[config.mk]
export PLATFORM = sky130hd
export DESIGN_NAME = afpm_operand_tx
export DESIGN_NICKNAME = d
export VERILOG_FILES = /design/src/rtl/afpm_pkg.sv /design/src/rtl/afpm_operand_tx.sv
export SDC_FILE = /design/constraint.sdc
export NUM_CORES = 1
export LEC_CHECK = 0
export CORE_MARGIN = 2
export CORE_UTILIZATION = 42
export CTS_CLUSTER_DIAMETER = 60
export CTS_CLUSTER_SIZE = 12
export DETAILED_ROUTE_END_ITERATION = 12
export GPL_TIMING_DRIVEN = 0
export PLACE_DENSITY = 0.8
export SETUP_SLACK_MARGIN = 0.05
export SYNTH_ARGS = -nofsm -noshare
export SYNTH_HDL_FRONTEND = slang
export SYNTH_SLANG_ARGS = --single-unit
[constraint.sdc]
create_clock -name clk -period 1.9 [get_ports clk]
set_clock_uncertainty 0.1 [all_clocks]
set_input_delay 0.38 -clock clk [delete_from_list [all_inputs] [get_ports clk]]
set_output_delay 0.38 -clock clk [all_outputs]
set_load 0.005 [all_outputs]
[src/rtl/afpm_pkg.sv]
// Shared types and constants for the FP16 multiplier operand transmitter.
// State set, counter width and the idle byte driven on the lanes between beats.
package afpm_pkg;

    localparam int unsigned CNT_W     = 4;
    localparam logic [7:0]  IDLE_BYTE = 8'h00;

    typedef enum logic [2:0] {
        StIdle,
        StSendLo,
        StSendHi,
        StWaitLo,
        StWaitHi,
        StDone
    } afpm_state_e;

    // A state lasting n clocks starts its down-counter at n-1 and leaves when it reaches 0.
    function automatic logic [CNT_W-1:0] cnt_load(input int unsigned cycles);
        int unsigned w_m1;
        w_m1 = (cycles == 0) ? 0 : cycles - 1;
        return w_m1[CNT_W-1:0];
    endfunction

endpackage

[src/rtl/afpm_operand_tx.sv]
// Streams an FP16 operand pair to a byte-serial multiplier and, when AFPM_TX_CAPTURE_EN is
// defined, captures the two result bytes it returns; otherwise only the send phase exists.
module afpm_operand_tx
    import afpm_pkg::*;
#(
    parameter int unsigned HOLD_CYCLES = 2,
    parameter int unsigned LAT_CYCLES  = 3
) (
    input  logic        clk,
    input  logic        rst,
    input  logic        in_valid,
    output logic        in_ready,
    input  logic [15:0] op_a,
    input  logic [15:0] op_b,
    output logic [7:0]  ui_out,
    output logic [7:0]  uio_out,
    input  logic [7:0]  dut_out,
    output logic        res_valid,
    input  logic        res_ready,
    output logic [15:0] res_data,
    output logic        busy
);

    afpm_state_e      r_state;
    logic [CNT_W-1:0] r_cnt;
    logic [15:0]      r_a;
    logic [15:0]      r_b;
    logic             w_cnt_done;

    assign w_cnt_done = (r_cnt == '0);

`ifdef AFPM_TX_CAPTURE_EN
    logic [7:0] r_res_lo;
    logic [7:0] r_res_hi;
`endif

    always_ff @(posedge clk) begin
        if (rst) begin
            r_state  <= StIdle;
            r_cnt    <= '0;
            r_a      <= '0;
            r_b      <= '0;
`ifdef AFPM_TX_CAPTURE_EN
            r_res_lo <= '0;
            r_res_hi <= '0;
`endif
        end else begin
            unique case (r_state)
                StIdle: begin
                    if (in_valid) begin
                        r_a     <= op_a;
                        r_b     <= op_b;
                        r_cnt   <= cnt_load(HOLD_CYCLES);
                        r_state <= StSendLo;
                    end
                end
                StSendLo: begin
                    if (w_cnt_done) begin
                        r_cnt   <= cnt_load(HOLD_CYCLES);
                        r_state <= StSendHi;
                    end else begin
                        r_cnt <= r_cnt - CNT_W'(1);
                    end
                end
                StSendHi: begin
                    if (w_cnt_done) begin
`ifdef AFPM_TX_CAPTURE_EN
                        r_cnt   <= cnt_load(LAT_CYCLES);
                        r_state <= StWaitLo;
`else
                        r_cnt   <= '0;
                        r_state <= StIdle;
`endif
                    end else begin
                        r_cnt <= r_cnt - CNT_W'(1);
                    end
                end
`ifdef AFPM_TX_CAPTURE_EN
                StWaitLo: begin
                    if (w_cnt_done) begin
                        r_res_lo <= dut_out;
                        r_cnt    <= cnt_load(HOLD_CYCLES);
                        r_state  <= StWaitHi;
                    end else begin
                        r_cnt <= r_cnt - CNT_W'(1);
                    end
                end
                StWaitHi: begin
                    if (w_cnt_done) begin
                        r_res_hi <= dut_out;
                        r_cnt    <= '0;
                        r_state  <= StDone;
                    end else begin
                        r_cnt <= r_cnt - CNT_W'(1);
                    end
                end
                StDone: begin
                    if (res_ready) begin
                        r_cnt   <= '0;
                        r_state <= StIdle;
                    end
                end
`endif
                default: begin
                    r_cnt   <= '0;
                    r_state <= StIdle;
                end
            endcase
        end
    end

    // Byte-lane mux: low bytes first, then high bytes, idle byte otherwise.
    always_comb begin
        ui_out  = IDLE_BYTE;
        uio_out = IDLE_BYTE;
        if (r_state == StSendLo) begin
            ui_out  = r_a[7:0];
            uio_out = r_b[7:0];
        end else if (r_state == StSendHi) begin
            ui_out  = r_a[15:8];
            uio_out = r_b[15:8];
        end
    end

    assign in_ready = (r_state == StIdle);
    assign busy     = (r_state != StIdle);

`ifdef AFPM_TX_CAPTURE_EN
    assign res_valid = (r_state == StDone);
    assign res_data  = {r_res_hi, r_res_lo};
`else
    logic w_unused_inputs;
    assign w_unused_inputs = ^{dut_out, res_ready};
    assign res_valid       = 1'b0;
    assign res_data        = 16'h0000;
`endif

endmodule

### Yosys cells after proc, flatten, opt, wreduce, memory -nomap -nowiden

Cells that the tools add are included.
Widths: inputs -> output; s select.

| storage, ports and cells | value |
|---|---|
| input bits | 44 |
| bits in registers | 39 |
| word-level logic and storage cells | 27 |

| cells by class | value |
|---|---|
| eq/ne operators | 5 |
| add/subtract/negate cells | 1 |
| muxes and demuxes | 12 |
| reduce and logical (&&, ||, !) cells | 5 |

Operators with widths:

| cell | number |
|---|---|
| $mux 8 | 4 |
| $mux 4 | 3 |
| $pmux 4 s3 | 1 |
| $mux 3 | 3 |
| $pmux 3 s3 | 1 |
| $ne 2x2->1 const B | 3 |
| $logic_not 4->1 | 1 |
| $sub 4x1->4 const B | 1 |
| $eq 3x1->1 const B | 1 |
| $eq 3x2->1 const B | 1 |
| $logic_not 3->1 | 1 |
| $reduce_and 3->1 | 1 |
| $reduce_bool 3->1 | 1 |
| $reduce_and 2->1 | 1 |

### Longest topological paths before layout

| logic depth | value |
|---|---|
| depth after elaboration | 3 |
| gate-level depth with buffers | 6 |
| gate-level depth less buffers | 5 |

### Least setup slack after synthesis

No wires, ideal clock.

| timing | value |
|---|---|
| path kind | reg2reg |
| from | register r_cnt[0] |
| to | register r_cnt[0] |
| required time | 1.697 ns |
| stages on the path, launching flop included | 7 |
| clock period less this slack | 1.719 ns |
| data arrival time | 1.516 ns |
| slack | 0.181 ns |
| setup time | 0.103 ns |
| cells stage by stage | dfxtp_1 > inv_1 > ha_1 > or3b_1 > buf_6 > a21o_1 > a2111oi_2 |

| on the way | value |
|---|---|
| word-level cells in the longest chain between the ends | 3 |
| elaborated cells between the ends (all ways) | 5 |
| those cells by class | add/sub (1); mux (3); reduce/logical (1) |

RTL lines:

| item | line | source |
|---|---|---|
| from (decl) | afpm_operand_tx.sv:25 | `logic [CNT_W-1:0] r_cnt;` |
| from (signal assigned) | afpm_operand_tx.sv:53 | `r_cnt <= cnt_load(HOLD_CYCLES);` |
| from (signal assigned) | afpm_operand_tx.sv:59 | `r_cnt <= cnt_load(HOLD_CYCLES);` |
| from (signal assigned) | afpm_operand_tx.sv:62 | `r_cnt <= r_cnt - CNT_W'(1);` |
| $sub 4x1->4 / $logic_not 4->1 (equally long branches) | afpm_operand_tx.sv:62, afpm_operand_tx.sv:75, afpm_operand_tx.sv:30 |  |
| $mux 4 (on tied branches) | afpm_operand_tx.sv:66, afpm_operand_tx.sv:58 |  |
| $pmux 4 s3 * | afpm_operand_tx.sv:48 | `unique case (r_state)` |

Mark *: on every way between the ends. The rest lies on a longest branch, timed or not.
A chain may end at the register's enable or synchronous reset.

### Worst setup path in the final report

| timing | value |
|---|---|
| from | register r_state[1] |
| to | output ui_out[2] |

| on the way | value |
|---|---|
| word-level cells in the longest chain between the ends | 3 |
| elaborated cells between the ends (all ways) | 4 |
| those cells by class | eq/ne (2); mux (2) |

RTL lines:

| item | line | source |
|---|---|---|
| from (decl) | afpm_operand_tx.sv:24 | `afpm_state_e r_state;` |
| from (signal assigned) | afpm_operand_tx.sv:39 | `r_state <= StIdle;` |
| from (signal assigned) | afpm_operand_tx.sv:54 | `r_state <= StSendLo;` |
| from (signal assigned) | afpm_operand_tx.sv:60 | `r_state <= StSendHi;` |
| $eq 3x2->1 | afpm_operand_tx.sv:119 | `end else if (r_state == StSendHi) begin` |
| $mux 8 | afpm_operand_tx.sv:119 |  |
| $mux 8 * | afpm_operand_tx.sv:116 | `if (r_state == StSendLo) begin` |
| to (decl) | afpm_operand_tx.sv:15 | `output logic [7:0] ui_out,` |

Marks and branches as above.

==> summary.md <==
| Metric | Value |
|---|---|
| Post-DR vias/cell | approximately 4.9 |
| R2R setup slack | ~0.14 ns |
| Clock transition at path regs | 0.07 ns |
| Synth Cell Area | 0.00179 mm^2 |
| Post-route ant nets | 0 |
| Layout Nets | between 300 and 400 |
| End of the critical path | ui_out[2] |
| First DRT Iteration DRCs | between 60 and 70 |
| Max Root-Sink Buffers | 2 |
| Most frequent cells in the layout | nand2_1 (65), dfxtp_1 (35), clkdlybuf4s50_1 (34) |
| Synth async-reset ratio | 0% |
| R2R Path Start | r_cnt[1] |
| Top_reg_cell synth | dfxtp_1 |
| Chip height | 69.2 um |
| Antenna Cells | 0 |
| Area grow syn2layout | 44.2% |
| Most common cell after layout, fill and taps aside | nand2_1 |
| Die width | roughly 69 um |
| Die area | 0.00479 mm^2 |
| IO Count | 79 |
| Kind of critical path | reg -> out |
| Worst Path Arrival | roughly 1.3 ns |
| Power Dens Cells | 982 mW/mm^2 |
| FILL cells | about 350 |
| Per-cell routed wire length | 13.0 um |
| Hold WS | 0.355 ns |
| Initial Util | 44.0% |
| Post-Syn Instances | 223 |
| Post-DP HPWL | 3180 um |
| CTS tree | built |
| #FFs+latches synth | 38 |
| CP startpoint kind | register |
| Dpl ws | -0.542 ns |
| CP endpoint kind | primary output |
| CP required | 1.42 ns |
| Worst ir drop on vdd | 0.616 mV |
| Leakage | 1.13 nW |
| Core Area | 0.00406 mm^2 |
| RSZ-0062 raised after global routing | yes |
| Largest net degree at the start of global routing | 12 |
| Max-slew violations | 0 |
| Total CTS buffers | 5 |
| Hold_buf cts | 0 |
| TritonRoute pass-1 iters | 4 |
| Minimum clock period | between 1.5 and 2 ns |
| Setup ws final | 0.118 ns |
| Via total after detailed routing | 1717 |
| Worst skew pair latency | 0.29 ns |
| Final hold violation count | 0 |
| DRC violation count after routing | 0 |
| Status | complete, no violations |
| Number of global-route vias before repair | between 1500 and 2000 |
| GRT Residual Overflow | 0 |
| Hold Path Class | reg -> reg |
| TritonCTS Sinks | 38 |
| Root Buffer | clkbuf_8 |
| Setup Viol. Count Final | 0 |
| Register area share after synthesis | 42.6% |
| Design Power | about 2.5 mW |
| GPL Wtd Cong | 0.760 |
| Mean Syn Cell Area | roughly 8 um^2 |
| Antenna violations before repair | 0 |
| Fmax | 561 MHz |
| Warnings from Yosys | 0 |
| Total GRT Usage | between 15 and 20% |
| Worst reg-to-reg path cell count | 6 |
| Yosys cell types | 33 |
| Site Rows | 23 |
| CP max FO | 10 |
| Share of post-route cells with drive strength above 1 | a little under a quarter |
| FF-to-FF End | r_cnt[0] |
| Global-route wire length before repair | 7460 um |
| H-Tree Depth | 2 |
| Max-Cap Viols | 0 |
| PortBufs | 52 |
| Post-synth EDFFs | 0 |
| Worst setup path start | r_state[1] |
| Final Routed Wirelength | 4570 um |
| Period utilization | between 90% and 100% |
cells by family after synthesis:
logic type      after synthesis  share of synthesized area [%]
xor+xnor                      1                          0.490
buf+inv                      40                           13.8
flops                        38                           42.6
fa+ha+maj                     2                           1.40
simple gates                 83                           20.2
compound gates               58                           21.3
other cells                   1                          0.210
synthesized netlist by cell type, types with 2 or more instances:
cell type,n,area [um^2]
buf_4,17,128
ha_1,2,25.0
nor3_1,2,10.0
a21oi_1,33,165
nand3b_1,2,15.0
buf_6,4,45.0
nand2_1,65,244
dfxtp_1,38,761
nor2b_1,2,12.5
buf_2,2,10.0
clkbuf_1,11,41.3
nor2_1,3,11.3
a22o_1,16,140
inv_1,5,18.8
a31oi_1,3,18.8
worst max-delay path: stages (launching register included):
cell and delay, ns:
dfxtp_4 0.36, nor2b_2 0.24, buf_8 0.17, a22o_1 0.14
buf_2 0.11
per-stage QoR:
step           instances  setup TNS [ns]  util [%]  area, um^2
4_1_cts              353               0      63.3        2570
2_1_floorplan        239               0         -        1850
5_1_grt              351               0      63.5        2580
3_3_place_gp         341          -11.31      59.9        2430
6_report             351               0      63.5        2580
3_5_place_dp         341          -13.08      59.9        2430
sequential cells by signal, indices dropped and copies added (netlist names):
name     count
r_a         16
r_cnt        4
r_state      2
r_b         16
how the worst min path moves through the flow:
stage,startpoint,end,cells past startpoint
after global routing,r_b[0],r_b[0],2
after global placement,r_a[7],r_a[7],2
after CTS,r_b[12],r_b[12],2
final,r_a[9],r_a[9],2
after detailed placement,r_b[12],r_b[12],2
after floorplan,r_a[10],r_a[10],2
per-layer routing:
layer / global-route usage (%) / part of all wire (%)
met4: 9.80 / 1.7
met5: 0 / 0
met1: 22.9 / 42
met3: 3.20 / 6.0
met2: 34.3 / 50
cell type report:
cell class	count	area, um^2	area share [%]
Multi-Input combinational cell	161	865	33.6
Sequential cell	38	767	29.8
Timing Repair Buffer	57	489	19.0
Buffer	32	268	10.4
Clock buffer	7	76.3	2.96
Tap cell	50	62.6	2.43
Clock inverter	1	30.0	1.17
Inverter	5	18.8	0.729
power breakdown:
group	internal, mW	total [mW]	switching, mW
Sequential	0.915	1.00	0.0873
Combinational	0.448	0.871	0.423
Clock	0.393	0.658	0.265
repair_timing:
item / CTS / global route
setup buffers: 4 / 0
cloned: 1 / 0
setup endpoints to repair: 20 / 40
gates resized for setup: 90 / 14
pin swaps: 11 / 3
Note: power is estimated with default switching activity, not from simulation.
